File: config.mk
export PLATFORM = sky130hd
export DESIGN_NAME = decryption_job_scheduler
export DESIGN_NICKNAME = d
export VERILOG_FILES = /design/src/rtl/decryption_job_scheduler.sv
export SDC_FILE = /design/constraint.sdc
export NUM_CORES = 1
export LEC_CHECK = 0
export CAP_MARGIN = 20
export CORE_ASPECT_RATIO = 0.75
export CORE_MARGIN = 5
export CORE_UTILIZATION = 46
export CTS_CLUSTER_SIZE = 24
export DETAILED_ROUTE_END_ITERATION = 8
export GPL_TIMING_DRIVEN = 0
export PLACE_DENSITY = 0.77
export SETUP_SLACK_MARGIN = 0.1
export SLEW_MARGIN = 15
export SYNTH_ARGS = -nofsm -noshare
export SYNTH_HDL_FRONTEND = slang
export SYNTH_SLANG_ARGS = --single-unit
File: constraint.sdc
create_clock -name clk_mst -period 2.6 [get_ports clk_mst]
set_clock_uncertainty 0.1 [all_clocks]
set_input_delay 0.52 -clock clk_mst [delete_from_list [all_inputs] [get_ports clk_mst]]
set_output_delay 0.52 -clock clk_mst [all_outputs]
set_load 0.005 [all_outputs]
File: src/rtl/decryption_job_scheduler.sv
// Sequences one decryption job at a time: programs key and select registers, then gates a fixed-length
// word stream into decryption_top. Define READBACK_VERIFY_EN to read back and verify each register write.
module decryption_job_scheduler #(
  parameter int                     addr_witdth      = 8,
  parameter int                     reg_width        = 16,
  parameter int                     MST_DWIDTH       = 32,
  parameter logic [addr_witdth-1:0] SELECT_ADDR      = 8'h00,
  parameter logic [addr_witdth-1:0] CAESAR_KEY_ADDR  = 8'h10,
  parameter logic [addr_witdth-1:0] SCYTALE_KEY_ADDR = 8'h12,
  parameter logic [addr_witdth-1:0] ZIGZAG_KEY_ADDR  = 8'h14,
  parameter int                     REG_TIMEOUT      = 16,
  parameter int                     DRAIN_CYCLES     = 4
) (
  input  logic                   clk_mst,
  input  logic                   rst_n,
  input  logic                   job_valid_i,
  output logic                   job_ready_o,
  input  logic [1:0]             job_alg_i,
  input  logic [reg_width-1:0]   job_key_i,
  input  logic [15:0]            job_len_i,
  input  logic [MST_DWIDTH-1:0]  src_data_i,
  input  logic                   src_valid_i,
  output logic                   src_ready_o,
  output logic [MST_DWIDTH-1:0]  data_o,
  output logic                   valid_o,
  input  logic                   busy_i,
  output logic [addr_witdth-1:0] addr,
  output logic                   read,
  output logic                   write,
  output logic [reg_width-1:0]   wdata,
  input  logic [reg_width-1:0]   rdata,
  input  logic                   done,
  input  logic                   error,
  output logic                   job_done_o,
  output logic                   job_err_o
);

  typedef enum logic [3:0] {
    S_IDLE, S_WR_KEY, S_WAIT_KEY, S_RD_KEY, S_WAIT_RD_KEY,
    S_WR_SEL, S_WAIT_SEL, S_RD_SEL, S_WAIT_RD_SEL,
    S_STREAM, S_DRAIN, S_DONE, S_ERR
  } state_e;

  state_e                 state_q, state_d;
  logic [1:0]             alg_q, alg_d;
  logic [15:0]            len_q, len_d;
  logic [15:0]            cnt_q, cnt_d;
  logic [15:0]            tmo_q, tmo_d;
  logic [7:0]             idl_q, idl_d;
  logic [addr_witdth-1:0] addr_q, addr_d;
  logic [reg_width-1:0]   wdata_q, wdata_d;
  logic [MST_DWIDTH-1:0]  data_q, data_d;
  logic                   valid_q, valid_d;
  logic                   init_q, init_d;
  logic                   hs;

  function automatic logic [addr_witdth-1:0] key_addr(input logic [1:0] alg);
    case (alg)
      2'd0:    return CAESAR_KEY_ADDR;
      2'd1:    return SCYTALE_KEY_ADDR;
      default: return ZIGZAG_KEY_ADDR;
    endcase
  endfunction

  assign hs = src_valid_i & src_ready_o;

`ifndef READBACK_VERIFY_EN
  logic unused_rdata;
  assign unused_rdata = ^rdata;
`endif

  always_ff @(posedge clk_mst) begin
    if (!rst_n) begin
      state_q <= S_IDLE;
      alg_q   <= '0;
      len_q   <= '0;
      cnt_q   <= '0;
      tmo_q   <= '0;
      idl_q   <= '0;
      addr_q  <= '0;
      wdata_q <= '0;
      data_q  <= '0;
      valid_q <= 1'b0;
      init_q  <= 1'b0;
    end else begin
      state_q <= state_d;
      alg_q   <= alg_d;
      len_q   <= len_d;
      cnt_q   <= cnt_d;
      tmo_q   <= tmo_d;
      idl_q   <= idl_d;
      addr_q  <= addr_d;
      wdata_q <= wdata_d;
      data_q  <= data_d;
      valid_q <= valid_d;
      init_q  <= init_d;
    end
  end

  always_comb begin
    state_d = state_q;
    alg_d   = alg_q;
    len_d   = len_q;
    cnt_d   = cnt_q;
    tmo_d   = tmo_q;
    idl_d   = idl_q;
    addr_d  = addr_q;
    wdata_d = wdata_q;
    init_d  = 1'b1;
    // A word taken in the same cycle busy_i rises is still forwarded.
    valid_d = hs;
    data_d  = hs ? src_data_i : data_q;
    case (state_q)
      S_IDLE: begin
        if (init_q && job_valid_i) begin
          alg_d = job_alg_i;
          len_d = job_len_i;
          cnt_d = '0;
          if (job_alg_i == 2'd3 || job_len_i == 16'd0) begin
            state_d = S_ERR;
          end else begin
            state_d = S_WR_KEY;
            addr_d  = key_addr(job_alg_i);
            wdata_d = job_key_i;
          end
        end
      end
      S_WR_KEY: begin tmo_d = 16'd1; state_d = S_WAIT_KEY;    end
      S_RD_KEY: begin tmo_d = 16'd1; state_d = S_WAIT_RD_KEY; end
      S_WR_SEL: begin tmo_d = 16'd1; state_d = S_WAIT_SEL;    end
      S_RD_SEL: begin tmo_d = 16'd1; state_d = S_WAIT_RD_SEL; end
      S_WAIT_KEY, S_WAIT_RD_KEY, S_WAIT_SEL, S_WAIT_RD_SEL: begin
        // error beats done when both arrive together
        if (error) begin
          state_d = S_ERR;
        end else if (done) begin
`ifdef READBACK_VERIFY_EN
          if (state_q == S_WAIT_KEY) begin
            state_d = S_RD_KEY;
          end else if (state_q == S_WAIT_SEL) begin
            state_d = S_RD_SEL;
          end else if (rdata != wdata_q) begin
            state_d = S_ERR;
          end else if (state_q == S_WAIT_RD_KEY) begin
            state_d = S_WR_SEL;
            addr_d  = SELECT_ADDR;
            wdata_d = {{(reg_width-2){1'b0}}, alg_q};
          end else begin
            state_d = S_STREAM;
          end
`else
          if (state_q == S_WAIT_KEY) begin
            state_d = S_WR_SEL;
            addr_d  = SELECT_ADDR;
            wdata_d = {{(reg_width-2){1'b0}}, alg_q};
          end else begin
            state_d = S_STREAM;
          end
`endif
        end else if (tmo_q == 16'(REG_TIMEOUT - 1)) begin
          state_d = S_ERR;
        end else begin
          tmo_d = tmo_q + 16'd1;
        end
      end
      S_STREAM: begin
        if (hs) cnt_d = cnt_q + 16'd1;
        if (cnt_q == len_q) begin
          state_d = S_DRAIN;
          idl_d   = '0;
        end
      end
      S_DRAIN: begin
        if (busy_i)                                idl_d   = '0;
        else if (idl_q == 8'(DRAIN_CYCLES - 1))    state_d = S_DONE;
        else                                       idl_d   = idl_q + 8'd1;
      end
      S_DONE, S_ERR: state_d = S_IDLE;
      default:       state_d = S_IDLE;
    endcase
  end

  always_comb begin
    job_ready_o = init_q && (state_q == S_IDLE);
    write       = (state_q == S_WR_KEY) || (state_q == S_WR_SEL);
`ifdef READBACK_VERIFY_EN
    read        = (state_q == S_RD_KEY) || (state_q == S_RD_SEL);
`else
    read        = 1'b0;
`endif
    src_ready_o = (state_q == S_STREAM) && !busy_i && (cnt_q < len_q);
    job_done_o  = (state_q == S_DONE);
    job_err_o   = (state_q == S_ERR);
    addr        = addr_q;
    wdata       = wdata_q;
    data_o      = data_q;
    valid_o     = valid_q;
  end

endmodule

==> metrics, run 1 <==
sequential element share of the synthesized area=~42%; yosys synthesis warning count=0; endpoints failing hold=0; count of unresolved DRC violations after routing=0; Final Cycle Share=105%; final antenna-violating net count=0; final-stage net count=942; clock edge transition at the registers on the reported setup and hold paths=0.06 ns; DRC marker count from the first detailed-route iteration=between 500 and 600; violations in the final reports=setup timing; final weighted congestion of routability-driven global placement=0.933; vias post-DR=5674; CTS H-tree lvls=4; fraction of post-synthesis cell area in the top cell type by area=between 40% and 50%; startpoint-to-endpoint class of the critical path=reg2out; CTS tree=built; maximum ir drop on the vdd rail=a little under 0.5 mV; Worst Path Arrival=2.10 ns; count of boundary I/O pins=152; share of async-settable or async-resettable flops after synthesis=0%; buffer depth of the longest clock path=2; number of detailed-routing iterations run before antenna repair=7; normalized max-slew margin=between 50 and 60%; Final Routed Wirelength=18200 um; antenna violations before repair=0; worst-path cell chain=inv_2 > ha_4 > nand4_1 > nor4_4 > a21boi_4 > nor4_4 > buf_2; total clock buffers created by CTS=17; main area contributors after synthesis=sky130_fd_sc_hd__dfxtp_1 (42%), sky130_fd_sc_hd__nand2_1 (6.6%), sky130_fd_sc_hd__mux2i_1 (6.4%), sky130_fd_sc_hd__nor2_1 (4.9%), sky130_fd_sc_hd__a21oi_1 (4.5%); Synth area leader=sky130_fd_sc_hd__dfxtp_1; floorplan die width=136 um; area grow syn2layout=50.7%; global-route wire length before repair=27800 um; worst min-delay path class=reg2reg; fraction of final layout cells with drive strength greater than 1=between 10% and 20%; leak pwr=about 0.0032 uW; number of enable-type register cells in the synthesized netlist=0; antenna diode count=0; Overall Global Routing Usage=24.6%; status=finished, violations left; vias in the first global route=about 5700; measured slew at the worst slew-check pin=between 0.6 and 0.7 ns; most numerous cell on the critical path=sky130_fd_sc_hd__nor4_4; clk sink count=115; Row Count=34; register bit total from synthesis=115; routed length per instance=18.1 um; worst-skew pair later-pin latency=approximately 0.42 ns; pwr dens=758 mW/mm2; maximum number of pins on one net before global-route repair=17; post-route worst setup slack=-0.124 ns; die area=0.0142 mm2; total setup violations reported at the end of the flow=7; peak fanout along the critical path=3; critical path launch point type=register; data required time of the critical path=1.98 ns; synthesized netlist cell count=661; Initial Util=47.0%; Avg Vias per Cell=5.62; post-detailed-placement half-perimeter wirelength=12200 um; count of max-cap constraint violations=0; Final Max Tran Viols=0; total gr overflow=0; average cell area after synthesis=8.26 um2; Synth cell types=52; final core utilization=70.8%; slowest CP cell=sky130_fd_sc_hd__nor4_4; Port-buffer cells=129; Core Box Area=0.0116 mm2; number of buffers added to fix hold violations after cts=0; critical path's largest stage delay=0.36 ns; die outline height=about 100 um; primary flip-flop cell chosen by synthesis mapping=sky130_fd_sc_hd__dfxtp_1; unrepaired setup endpoints after global routing=true; worst hold slack=0.359 ns; Clk Tree Root Cell=sky130_fd_sc_hd__clkbuf_16; fin crit period=about 2.7 ns; top achievable clock speed=367 MHz; synthesized cell area=0.00546 mm2; endpoint type of the worst setup path=output pin
[final timing paths]
| kind | start | endpoint | slack [ns] | depth (start not counted) |
|---|---|---|---|---|
| max | len_q[11]$_SDFFE_PN0P_ | src_ready_o | -0.12 | 7 |
| min | len_q[8]$_SDFFE_PN0P_ | len_q[8]$_SDFFE_PN0P_ | 0.36 | 2 |
| max reg2reg | len_q[7]$_SDFFE_PN0P_ | cnt_q[14]$_SDFFE_PN0P_ | -0.11 | 11 |
| min reg2reg | len_q[8]$_SDFFE_PN0P_ | len_q[8]$_SDFFE_PN0P_ | 0.36 | 2 |
[area by class of cell]
type	instances	area, um2
fillers	818	3390
clock buffers	18	439
clock inverters	14	175
multi-input cells	483	3180
flip-flops and latches	115	2320
plain buffers	39	289
repair buffers	149	1520
well taps	162	203
inverters	29	109
[critical path: cells and delay by family, from the launching register on]
family | cells | cell delay [ns]
DFF | 1 | 0.33
buffers and inverters | 2 | 0.19
adders and majority gates | 1 | 0.28
and+or+nand+nor | 3 | 0.62
AOI/OAI and AO/OA | 1 | 0.27
[metal layers]
metal  GRT usage, %  part of all wire [%]  up-vias
met2           40.8                    47      305
met5              0                     0        -
met3           10.4                    11       57
met1           28.2                    39     2654
met4           9.35                   3.2        0
li1               -                     -     2658
[per-stage QoR]
step	TNS [ns]	total power, uW	area, um2	setup slack, ns	cells
floorplan	0	2850	5480	0.277	666
finish	-0.405	6230	8230	-0.124	1009
CTS	-0.0458	5980	7880	-0.0458	999
global route	-0.886	6480	8230	-0.170	1009
detailed placement	-23.32	3390	6970	-0.575	957
global placement	-16.87	3330	6970	-0.554	957
[where the power goes]
part	leakage [uW]	total (uW)	switching, uW	internal (uW)
clock network	0.000294	2430	888	1540
logic	0.00200	1780	974	807
registers	0.000937	2020	107	1920
total	0.00323	6230	1970	4270
[placed cells by master (no fill, tap or decap), types with 4 or more instances in the layout]
cell type                         count
sky130_fd_sc_hd__dfxtp_1            101
sky130_fd_sc_hd__o22ai_1             10
sky130_fd_sc_hd__ha_4                 5
sky130_fd_sc_hd__xnor2_1             12
sky130_fd_sc_hd__a211oi_1             9
sky130_fd_sc_hd__nor4_1               8
sky130_fd_sc_hd__mux2i_2              4
sky130_fd_sc_hd__buf_4               22
sky130_fd_sc_hd__buf_6                5
sky130_fd_sc_hd__nand2_1             95
sky130_fd_sc_hd__nand2b_1             6
sky130_fd_sc_hd__a22o_1               7
sky130_fd_sc_hd__inv_6                4
sky130_fd_sc_hd__nor2_1              69
sky130_fd_sc_hd__buf_12               7
sky130_fd_sc_hd__and2_1               8
sky130_fd_sc_hd__nand4_1              9
sky130_fd_sc_hd__dfxtp_2             14
sky130_fd_sc_hd__a21oi_2             10
sky130_fd_sc_hd__o21a_1               6
sky130_fd_sc_hd__clkbuf_16           19
sky130_fd_sc_hd__nor3_1              10
sky130_fd_sc_hd__clkdlybuf4s50_1    126
sky130_fd_sc_hd__a21oi_1             38
sky130_fd_sc_hd__and3_1               7
sky130_fd_sc_hd__inv_2                6
sky130_fd_sc_hd__nor4_4               4
sky130_fd_sc_hd__o21ai_0             23
sky130_fd_sc_hd__conb_1               6
sky130_fd_sc_hd__ha_1                14
sky130_fd_sc_hd__nand3_1             29
sky130_fd_sc_hd__mux2i_1             31
sky130_fd_sc_hd__clkbuf_1            17
sky130_fd_sc_hd__o211ai_1             4
sky130_fd_sc_hd__inv_1               23
sky130_fd_sc_hd__nor2b_1              5
[synthesized netlist by cell type (2+ instances only)]
master                      count
sky130_fd_sc_hd__a211oi_1      12
sky130_fd_sc_hd__a21boi_0       2
sky130_fd_sc_hd__a21oi_1       49
sky130_fd_sc_hd__a22o_1         7
sky130_fd_sc_hd__a41o_1         2
sky130_fd_sc_hd__a41oi_1        2
sky130_fd_sc_hd__and2_1         9
sky130_fd_sc_hd__and3_1         7
sky130_fd_sc_hd__and4_1         3
sky130_fd_sc_hd__buf_2          5
sky130_fd_sc_hd__buf_4          7
sky130_fd_sc_hd__buf_6          4
sky130_fd_sc_hd__clkbuf_1      23
sky130_fd_sc_hd__dfxtp_1      115
sky130_fd_sc_hd__ha_1          19
sky130_fd_sc_hd__inv_1         26
sky130_fd_sc_hd__inv_2          3
sky130_fd_sc_hd__mux2i_1       35
sky130_fd_sc_hd__nand2_1       96
sky130_fd_sc_hd__nand2b_1       6
sky130_fd_sc_hd__nand3_1       31
sky130_fd_sc_hd__nand4_1        9
sky130_fd_sc_hd__nor2_1        71
sky130_fd_sc_hd__nor2b_1        5
sky130_fd_sc_hd__nor3_1        12
sky130_fd_sc_hd__nor4_1        12
sky130_fd_sc_hd__o211ai_1       4
sky130_fd_sc_hd__o21a_1         6
sky130_fd_sc_hd__o21ai_0       27
sky130_fd_sc_hd__o22ai_1       11
sky130_fd_sc_hd__o2bb2ai_1      5
sky130_fd_sc_hd__or3_1          3
sky130_fd_sc_hd__or4_1          2
sky130_fd_sc_hd__xnor2_1       12
sky130_fd_sc_hd__xor2_1         2
[kinds of logic after synthesis]
kind of cell    count (synthesis)  synth area share [%]
compound gates                136                  15.5
xor+xnor                       14                  2.25
fa+ha+maj                      19                  4.35
buf+inv                        68                  5.82
flops                         115                  42.2
mux                            36                  6.62
other cells                     1                0.0687
simple gates                  272                  23.2
[state kept, by name, summed over array words and instances (netlist names)]
| signal | cells |
|---|---|
| alg_q | 2 |
| valid_o | 1 |
| addr | 3 |
| wdata | 16 |
| idl_q | 8 |
| init_q | 1 |
| data_o | 32 |
| len_q | 16 |
| cnt_q | 16 |
| tmo_q | 16 |
| state_q | 4 |
[repair_timing]
item                                    CTS  global route
setup buffers                            10            12
endpoints found under the setup margin   75            75
gates cloned                              2             2
gates resized for setup                  55            71
pin swaps                                10            18
Power figures use the tool's default switching activity.
==> run 2: changes to the inputs <==
Settings changed: CTS_CLUSTER_SIZE 24 to 40.
Clock period 2.6 ns to 3.2 ns, I/O delays scaled along.
==> metrics, run 2 (synthesized netlist as in run 1, its figures left out) <==
startpoint-to-endpoint class of the critical path=reg2out; post-detailed-placement half-perimeter wirelength=between 10000 and 15000 um; power after layout=4800 uW; Initial Util=47.0%; antenna violations before repair=0; internal power=around 3300 uW; area grow syn2layout=40.7%; worst min-delay path class=reg2reg; Avg Vias per Cell=5.50; leak pwr=0.00303 uW; global-route wire length before repair=27100 um; Final Cycle Share=95.5%; clk sink count=115; total setup violations reported at the end of the flow=0; endpoint type of the worst setup path=output pin; Sum Neg Setup Slack=0 ns; Worst Path Arrival=2.32 ns; proportion of power drawn by flip-flops and latches=34.0%; combinational fraction of design power=25.1%; final weighted congestion of routability-driven global placement=0.933; measured slew at the worst slew-check pin=0.862 ns; die area=0.0142 mm2; clock edge transition at the registers on the reported setup and hold paths=0.06 ns; unrepaired setup endpoints after global routing=false; commonest non-fill, non-tap cells in the layout=sky130_fd_sc_hd__clkdlybuf4s50_1 (128), sky130_fd_sc_hd__dfxtp_1 (112), sky130_fd_sc_hd__nand2_1 (96), sky130_fd_sc_hd__nor2_1 (71), sky130_fd_sc_hd__a21oi_1 (49); number of fillers in the final layout=909; fraction of final layout cells with drive strength greater than 1=8.43%; Final Max Tran Viols=0; top achievable clock speed=~330 MHz; most common cell after layout, fill and taps aside=sky130_fd_sc_hd__clkdlybuf4s50_1; number of buffers added to fix hold violations after cts=0; worst hold slack=0.356 ns; maximum ir drop on the vdd rail=0.399 mV; total clock buffers created by CTS=17; buffer depth of the longest clock path=2; flip-flop count of the largest register after layout=32; NetSw=between 1000 and 1500 uW; Core Box Area=0.0116 mm2; Final Routed Wirelength=16500 um; worst-skew pair later-pin latency=around 0.42 ns; maximum number of pins on one net before global-route repair=17; Row Count=34; die outline height=104 um; CTS H-tree lvls=4; count of unresolved DRC violations after routing=0; floorplan die width=136 um; vias in the first global route=5590; status=finished clean; data required time of the critical path=2.46 ns; total gr overflow=0; final antenna-violating net count=0; number of detailed-routing iterations run before antenna repair=6; pwr dens=between 600 and 700 mW/mm2; CTS tree=built; net switching share of the total power=slightly above 30%; count of boundary I/O pins=152; normalized max-slew margin=42.1%; endpoints failing hold=0; count of max-cap constraint violations=0; critical path launch point type=register; vias post-DR=5455; DRC marker count from the first detailed-route iteration=484; part of the power in the clock network=40.9%; fin crit period=3.06 ns; Overall Global Routing Usage=23.8%; antenna diode count=0; final-stage net count=925; routed length per instance=roughly 17 um; peak fanout along the critical path=6; Port-buffer cells=approximately 130; Clk Tree Root Cell=sky130_fd_sc_hd__clkbuf_16
[run 2: cell types whose count changed in the layout (fill, tap and decap cells not counted), sizes merged]
cell | before | now
clkdlybuf4s50 | 126 | 128
dlymetal6s2s | 1 | 0
buf | 37 | 19
[run 2: timing repair]
item | 4_1_cts | 5_1_grt
resized for setup | 8 | 7
endpoints found under the setup margin | 2 | 1
pin swaps | 2 | 2
hold endpoints to repair | 0 | 0
buffers inserted | 1 | 2
[run 2: layer usage]
layer | vias up | track usage, % | wire (um)
li1 | 2623 | - | -
met1 | 2545 | 27.8 | 6630
met2 | 249 | 39.0 | 7860
met3 | 38 | 9.91 | 1650
met4 | 0 | 8.56 | 346
met5 | - | 0 | 0
[run 2: power by group through the flow]
stage | clock [uW] | combinational (uW) | sequential (uW)
floorplan | 0 | 668 | 1650
global placement | 0 | 1050 | 1650
detailed placement | 0 | 1090 | 1660
CTS | 1980 | 1140 | 1630
global route | 2050 | 1320 | 1650
finish | 1960 | 1200 | 1630
[run 2: worst paths after layout]
| path | start | to | slack (ns) | cells after the start |
|---|---|---|---|---|
| worst max-delay path | cnt_q[11]$_SDFFE_PN0P_ | src_ready_o | 0.14 | 6 |
| worst max register to register | len_q[1]$_SDFFE_PN0P_ | cnt_q[7]$_SDFFE_PN0P_ | 0.49 | 10 |
| worst min-delay path | len_q[1]$_SDFFE_PN0P_ | len_q[1]$_SDFFE_PN0P_ | 0.36 | 2 |
| worst min register to register | len_q[1]$_SDFFE_PN0P_ | len_q[1]$_SDFFE_PN0P_ | 0.36 | 2 |
[run 2: layout make-up]
type                    instances  area, um2  area share [%]
clock inverters                14        175            2.28
inverters                      29        109            1.42
repair buffers                132       1310            17.1
plain buffers                  39        209            2.72
well taps                     162        203            2.64
flip-flops and latches        115       2310            30.0
multi-input cells             483       2930            38.1
clock buffers                  18        439            5.72
[run 2: stage by stage]
stage	setup slack [ns]	instance area, um2	std cells	utilization [%]
after CTS	0.160	7630	990	65.7
final	0.143	7680	992	66.1
after detailed placement	-0.215	6970	957	60.0
after global placement	-0.194	6970	957	60.0
after floorplan	0.877	5480	666	-
after global routing	0.0772	7680	992	66.1
[run 2: critical path, cell delays in order, from the launching register on]
cell and delay, ns:
sky130_fd_sc_hd__dfxtp_1 0.40, sky130_fd_sc_hd__ha_4 0.32, sky130_fd_sc_hd__nand4_1 0.16, sky130_fd_sc_hd__nor4_4 0.40, sky130_fd_sc_hd__a21boi_4 0.26, sky130_fd_sc_hd__nor4_2 0.07, sky130_fd_sc_hd__dlygate4sd2_1 0.28
